==> src/rtl/div32_seq.sv <==
// Sequential 32-bit restoring divider for DIV/DIVU: one quotient bit per cycle
// on operand magnitudes, followed by a sign fix-up cycle; quotient -> LO, remainder -> HI.
module div32_seq (
  input  logic        clk,
  input  logic        reset,
  input  logic        start,
  input  logic        is_signed,
  input  logic [31:0] dividend,
  input  logic [31:0] divisor,
  output logic        busy,
  output logic        done,
  output logic [31:0] quotient,
  output logic [31:0] remainder,
  output logic        div_by_zero
);

  typedef enum logic [1:0] {
    ST_IDLE,
    ST_RUN,
    ST_FIX,
    ST_DONE
  } state_t;

  state_t state, state_nxt;

  // Partial remainder kept in 32 bits: after every step it is below the divisor.
  logic [31:0] p_reg;
  logic [31:0] q_reg;
  logic [31:0] dvs_reg;
  logic [31:0] raw_dvd;
  logic [4:0]  step;
  logic        sign_q;
  logic        sign_r;
  logic        dbz_reg;

  logic [31:0] dvd_mag;
  logic [31:0] dvs_mag;
  logic [32:0] shifted;
  logic [31:0] trial;
  logic        take;
  logic [31:0] q_fix;
  logic [31:0] r_fix;

  // Operand magnitudes at acceptance
  always_comb begin
    dvd_mag = dividend;
    dvs_mag = divisor;
    if (is_signed && dividend[31]) dvd_mag = -dividend;
    if (is_signed && divisor[31])  dvs_mag = -divisor;
  end

  // One restoring step: shifted P versus divisor; subtraction only valid when it fits
  always_comb begin
    shifted = {p_reg, q_reg[31]};
    take    = (shifted >= {1'b0, dvs_reg});
    trial   = shifted[31:0] - dvs_reg;
  end

  always_comb begin
    q_fix = sign_q ? -q_reg : q_reg;
    r_fix = sign_r ? -p_reg : p_reg;
  end

  always_ff @(posedge clk or posedge reset) begin
    if (reset) state <= ST_IDLE;
    else       state <= state_nxt;
  end

  always_comb begin
    state_nxt = state;
    busy      = 1'b0;
    done      = 1'b0;
    case (state)
      ST_IDLE: begin
        if (start) state_nxt = ST_RUN;
      end
      ST_RUN: begin
        busy = 1'b1;
        if (step == 5'd31) state_nxt = ST_FIX;
      end
      ST_FIX: begin
        busy      = 1'b1;
        state_nxt = ST_DONE;
      end
      ST_DONE: begin
        busy      = 1'b1;
        done      = 1'b1;
        state_nxt = ST_IDLE;
      end
      default: state_nxt = ST_IDLE;
    endcase
  end

  always_ff @(posedge clk or posedge reset) begin
    if (reset) begin
      p_reg       <= '0;
      q_reg       <= '0;
      dvs_reg     <= '0;
      raw_dvd     <= '0;
      step        <= '0;
      sign_q      <= 1'b0;
      sign_r      <= 1'b0;
      dbz_reg     <= 1'b0;
      quotient    <= '0;
      remainder   <= '0;
      div_by_zero <= 1'b0;
    end else begin
      case (state)
        ST_IDLE: begin
          if (start) begin
            p_reg   <= '0;
            q_reg   <= dvd_mag;
            dvs_reg <= dvs_mag;
            raw_dvd <= dividend;
            step    <= '0;
            sign_q  <= is_signed & (dividend[31] ^ divisor[31]);
            sign_r  <= is_signed & dividend[31];
            dbz_reg <= (divisor == '0);
          end
        end
        ST_RUN: begin
          p_reg <= take ? trial : shifted[31:0];
          q_reg <= {q_reg[30:0], take};
          step  <= step + 5'd1;
        end
        ST_FIX: begin
          if (dbz_reg) begin
            quotient  <= '1;
            remainder <= raw_dvd;
          end else begin
            quotient  <= q_fix;
            remainder <= r_fix;
          end
          div_by_zero <= dbz_reg;
        end
        default: ;
      endcase
    end
  end

endmodule

==> config.mk <==
export PLATFORM = sky130hd
export DESIGN_NAME = div32_seq
export DESIGN_NICKNAME = d
export VERILOG_FILES = /design/src/rtl/div32_seq.sv
export SDC_FILE = /design/constraint.sdc
export NUM_CORES = 1
export LEC_CHECK = 0
export ABC_AREA = 1
export BUFFER_PORTS_ARGS = -buffer_cell sky130_fd_sc_hd__buf_2
export CAP_MARGIN = 20
export CORE_ASPECT_RATIO = 1.1
export CORE_MARGIN = 4
export CORE_UTILIZATION = 60
export DETAILED_ROUTE_END_ITERATION = 6
export PLACE_DENSITY = 0.78
export SLEW_MARGIN = 20
export SYNTH_ARGS = -nofsm -noshare
export SYNTH_HDL_FRONTEND = slang
export SYNTH_SLANG_ARGS = --single-unit
==> constraint.sdc <==
create_clock -name clk -period 9.4 [get_ports clk]
set_input_delay 1.41 -clock clk [delete_from_list [all_inputs] [get_ports clk]]
set_output_delay 1.41 -clock clk [all_outputs]
set_load 0.02 [all_outputs]
* After elaboration in Yosys (flattened, before gate mapping) *
Cells that the tools add are included.

word-level totals
  input bits = 68
  output and inout bits = 67
  register bits after elaboration = 203
  word-level logic and storage cells = 55

cells by class
  muxes and demuxes = 18
  $lt $le $gt $ge = 1
  equality and inequality tests = 6
  bitwise operators = 3
  reductions and logical operators = 9
  $add $sub $neg = 6

operators with widths
  operator               number
  $mux W32               9
  $neg A32 Y32           4
  $pmux W32 S2           2
  $ge A33 B32 Y1         1
  $logic_not A32 Y1      1
  $sub A32 B32 Y32       1
  $pmux W5 S2            1
  $pmux W2 S4            1
  $reduce_and A2 Y1      3
  $add A5 B1 Y5 const B  1
  $eq A5 B5 Y1 const B   1
  $mux W5                1
  $eq A2 B2 Y1 const B   2
  $mux W2                2
  $ne A2 B2 Y1 const B   2
  $reduce_or A3 Y1       1
  $and A1 B1 Y1          2
  $eq A2 B1 Y1 const B   1
  $logic_and A1 B1 Y1    2
  $logic_not A2 Y1       1
  $mux W1                2
  $reduce_bool A2 Y1     1
  $xor A1 B1 Y1          1

* Longest topological paths before layout *
  word-level depth = 4
  mapped depth = 16
  depth with buffers taken out = 16

* Worst setup path after synthesis *
OpenSTA, ideal clock, no wires.

  kind = in2reg
  from = input port dividend[1]
  to = register q_reg[24]
  data arrival time = 2.604 ns
  setup time = 0.117 ns
  data required time = 9.283 ns
  stages = 13
  path buffers = 0
  path slack = 6.679 ns
  path through = inv_1 -> ha_1 -> nand3_1 -> nor2_1 -> nand2_1 -> inv_1 -> nand3b_2 -> nor2_1 -> nand2_1 -> nand3_1 -> nand3_1 -> nand2_1 -> nand2_1

between the ends
  word-level cells in the longest chain between the ends = 4

ends and longest elaborated chain
  element               RTL line  RTL
  start, declared       8         input logic [31:0] dividend,
  $neg A32 Y32          48        if (is_signed && dividend[31]) dvd_mag = -dividend;
  $mux W32              48
  $mux W32              110       if (start) begin
  $pmux W32 S2          108       case (state)
  end signal, assigned  112       q_reg <= dvd_mag;
  end signal, assigned  123       q_reg <= {q_reg[30:0], take};
  end, declared         28        logic [31:0] q_reg;

Every way passes these cells. The select of a mux whose other input is x is not followed.
A chain may end at the register's enable or synchronous reset.

* Final worst setup path *
  from = input port start
  to = register q_reg[25]

between the ends
  word-level cells in the longest chain between the ends = 2

ends and longest elaborated chain
  element                             RTL line  RTL
  start, declared                     6         input logic start,
  $ne A2 B2 Y1 (no source line)       --
  $reduce_and A2 Y1 (no source line)  --

Every way passes these cells.

==> Flow_metrics.wiki <==
{| class="wikitable"
! Metric !! Value
|-
| Worst setup skew after layout || 0.0246 ns
|-
| Violations in the final reports || DRC
|-
| Classification of the worst setup path || in -> reg
|-
| Gate count of the mapped netlist || 2247
|-
| Via count normalized by instance count || 5.73
|-
| Syn nets || 2359
|-
| Area share of the largest cell type after synthesis || 34.8%
|-
| HPWL Detailed || 35100 um
|-
| Worst min-delay path class || reg -> reg
|-
| Per-instance average area after synthesis || 6.50 sq um
|-
| Max-cap violation count || 0
|-
| Buffers inserted during post-CTS setup optimization || 0
|-
| Wire length of the first global-routing pass || 73900 um
|-
| Timing endpoint of the critical path || q_reg[25]
|-
| Synth cell types || 46
|-
| Unrepaired setup endpoints after global routing || false
|-
| Post-DP Area || 0.0154 sq mm
|-
| H-Tree Level Count || 1
|-
| CTS clk-pin slew, worst paths || 0.06 ns
|-
| Minimum clock period || 3.44 ns
|-
| GRT Resource Usage Total || 34.4%
|-
| Final cell count without fillers || 2658
|-
| Placed cell count || 2615
|-
| Worst-case vdd ir drop || 0.268 mV
|-
| Post-synthesis cell type with the largest combined area || sky130_fd_sc_hd__dfrtp_1
|-
| TritonRoute pass-1 iters || 7
|-
| Count of vias placed by the detailed router || 15222
|-
| Sequential share of the synthesized area || 34.8%
|-
| Launch point of the worst path || start
|-
| CP max stage cell || sky130_fd_sc_hd__inv_2
|-
| Number of buffers added by the clock tree synthesis step || 24
|-
| I/O Pins || 135
|-
| Die height || 172 um
|-
| CTS-repair resized insts || 0
|-
| Remaining antenna violation count || 0
|-
| Max stage delay on crit path || 0.75 ns
|-
| Critical Path Start Type || primary input
|-
| Sum of negative setup slack || 0 ns
|-
| Total congestion overflow || 0
|-
| Clk sink count || 203
|-
| Crit path cell chain || buf_2 -> nand2_4 -> o21ai_4 -> buf_4 -> inv_2 -> a21oi_1 -> o21ai_0 -> o21ai_0
|-
| Ys Warns || 0
|-
| Headroom to the max-slew limit || 30.2%
|-
| Layout net count || 2449
|-
| Type of element capturing the critical path || flip-flop
|-
| Site row count || 59
|-
| Outcome || complete, but fails checks
|-
| Number of antenna violations at the first check in global routing || 0
|-
| Area grow syn2layout || 11.6%
|-
| Setup slack of the worst register-to-register path || 6.12 ns
|-
| Power density relative to cell area || 407 mW/mm^2
|-
| Share of the clock period used by the worst path after layout || 36.6%
|-
| Count of antenna diodes in the layout || 0
|-
| Width of the chip || 157 um
|-
| Launch instance of the worst register-to-register path || state[1]
|-
| Top cells by area in the synthesized netlist || sky130_fd_sc_hd__dfrtp_1 (35%), sky130_fd_sc_hd__nand2_1 (17%), sky130_fd_sc_hd__inv_1 (8.3%)
|-
| Post-Route Hold Slack || 0.471 ns
|-
| Post-route DRC || 1
|-
| Endpoint of the worst register-to-register path || q_reg[25]
|-
| Floorplan die area || 0.0269 sq mm
|-
| Final hold viol count || 0
|-
| Number of buffers added to fix hold violations after cts || 0
|-
| Root Driver || sky130_fd_sc_hd__clkbuf_16
|-
| Required time of the critical path || 9.79 ns
|-
| Reg2Reg Depth || 9
|-
| Fraction of layout cells with a size suffix above 1 || 9.65%
|-
| Most frequent CP cell || sky130_fd_sc_hd__o21ai_0
|-
| Total non-filler cell area in the finished layout || 0.0163 sq mm
|-
| Input/output buffers || 134
|-
| Transition time at the pin with the least slew margin || 1.04 ns
|-
| TritonCTS clock tree || built
|-
| Critical Path Fanout Max || 112
|-
| P_leak || 8.66 nW
|-
| Mean routed wirelength per cell || 17.6 um
|-
| Total setup violations reported at the end of the flow || 0
|-
| Vias in the first global route || 14057
|-
| Effective utilization at floorplan || 61.4%
|-
| Maximum buffer depth of the clock tree || 3
|-
| Starting DRT DRC Count || 1630
|-
| Pin count of the biggest net entering global routing || 127
|-
| Mapped cell area || 0.0146 sq mm
|-
| Fin. max-slew vios || 0
|-
| Routability-driven placement congestion ratio || 1.00
|-
| Final wirelength || 46800 um
|-
| Synth Register Bits || 203
|-
| Worst Path Arrival || 3.83 ns
|-
| Core footprint || 0.0238 sq mm
|-
| Highest clock frequency the design can meet || 0.291 GHz
|-
| Clock latency at the later pin of the worst-skew pair || 0.54 ns
|}
[cell usage after synthesis, drive strengths merged]
cell type  instances
a21boi             1
a21o               2
a21oi            100
a22o               2
a22oi              2
a31oi             12
and2               4
and3               1
buf               25
clkbuf            53
clkinv             4
dfrtp            203
fa                 1
ha                43
inv              328
nand2            676
nand3            203
nand3b            16
nand4             24
nor2             222
nor3              29
o2111ai            1
o211ai            18
o21a               1
o21ai            205
o21bai             1
o22ai              8
o31ai              3
o32ai              3
or2                3
xnor2             15
xor2              38
[worst min path at each step]
stage | start | end | cells after the start
floorplan | raw_dvd[10] | raw_dvd[10] | 2
global placement | remainder[25] | remainder[25] | 2
detailed placement | remainder[20] | remainder[20] | 2
CTS | remainder[20] | remainder[20] | 2
global route | remainder[9] | remainder[9] | 2
finish | remainder[25] | remainder[25] | 2
[cells by family after synthesis]
kind of cell / after synthesis / share of synthesized area [%]
buf+inv: 410 / 10.9
fa+ha+maj: 44 / 3.82
simple gates: 1178 / 34.1
xor+xnor: 53 / 3.18
compound gates: 359 / 13.2
flops: 203 / 34.8
[final cells by class]
type / count / area, sq um
inverters: 332 / 1250
clock inverters: 11 / 229
fillers: 2124 / 7480
repair buffers: 142 / 738
clock buffers: 31 / 657
multi-input cells: 1634 / 7950
flip-flops and latches: 203 / 5080
well taps: 305 / 382
[placed cells by master, fill, tap and decap left out, types with 3 or more instances in the layout]
cell type	n
sky130_fd_sc_hd__a21oi_1	100
sky130_fd_sc_hd__a31oi_1	12
sky130_fd_sc_hd__and2_1	4
sky130_fd_sc_hd__buf_2	134
sky130_fd_sc_hd__buf_4	7
sky130_fd_sc_hd__bufinv_16	6
sky130_fd_sc_hd__clkbuf_1	4
sky130_fd_sc_hd__clkbuf_16	24
sky130_fd_sc_hd__clkbuf_8	3
sky130_fd_sc_hd__clkinv_1	4
sky130_fd_sc_hd__dfrtp_1	202
sky130_fd_sc_hd__ha_1	43
sky130_fd_sc_hd__inv_1	321
sky130_fd_sc_hd__inv_2	6
sky130_fd_sc_hd__nand2_1	666
sky130_fd_sc_hd__nand2_2	7
sky130_fd_sc_hd__nand2_4	3
sky130_fd_sc_hd__nand3_1	199
sky130_fd_sc_hd__nand3_2	4
sky130_fd_sc_hd__nand3b_1	15
sky130_fd_sc_hd__nand4_1	24
sky130_fd_sc_hd__nor2_1	207
sky130_fd_sc_hd__nor2_2	10
sky130_fd_sc_hd__nor2_4	5
sky130_fd_sc_hd__nor3_1	26
sky130_fd_sc_hd__nor3_2	3
sky130_fd_sc_hd__o211ai_1	18
sky130_fd_sc_hd__o21ai_0	179
sky130_fd_sc_hd__o21ai_1	24
sky130_fd_sc_hd__o22ai_1	8
sky130_fd_sc_hd__o31ai_1	3
sky130_fd_sc_hd__o32ai_1	3
sky130_fd_sc_hd__or2_2	3
sky130_fd_sc_hd__xnor2_1	15
sky130_fd_sc_hd__xor2_1	38
[worst max-delay path, delay by kind of cell]
family	cells	cell delay, ns
compound gates	4	0.46
buf+inv	3	1.20
simple gates	1	0.70
[routing by layer]
| layer | part of all wire, % | global-route usage [%] |
|---|---|---|
| met3 | 7.6 | 3.25 |
| met1 | 43 | 49.4 |
| met5 | 0 | 0 |
| met2 | 46 | 55.1 |
| met4 | 3.7 | 11.4 |
[where the power goes]
group / internal (mW) / switching [mW] / total [mW]
Clock: 0.660 / 0.388 / 1.05
Sequential: 1.29 / 0.395 / 1.69
Combinational: 1.24 / 2.65 / 3.89
Total: 3.19 / 3.44 / 6.63
[per-stage QoR]
| step | setup WS [ns] | util [%] | total power, mW |
|---|---|---|---|
| after floorplan | 2.45 | - | 4.41 |
| after global placement | 5.62 | 64.7 | 5.39 |
| after detailed placement | 5.48 | 64.7 | 5.48 |
| after CTS | 6.04 | 68.5 | 6.56 |
| after global routing | 5.73 | 68.5 | 7.17 |
| final | 5.96 | 68.5 | 6.63 |
(Power assumes the default switching activity.)
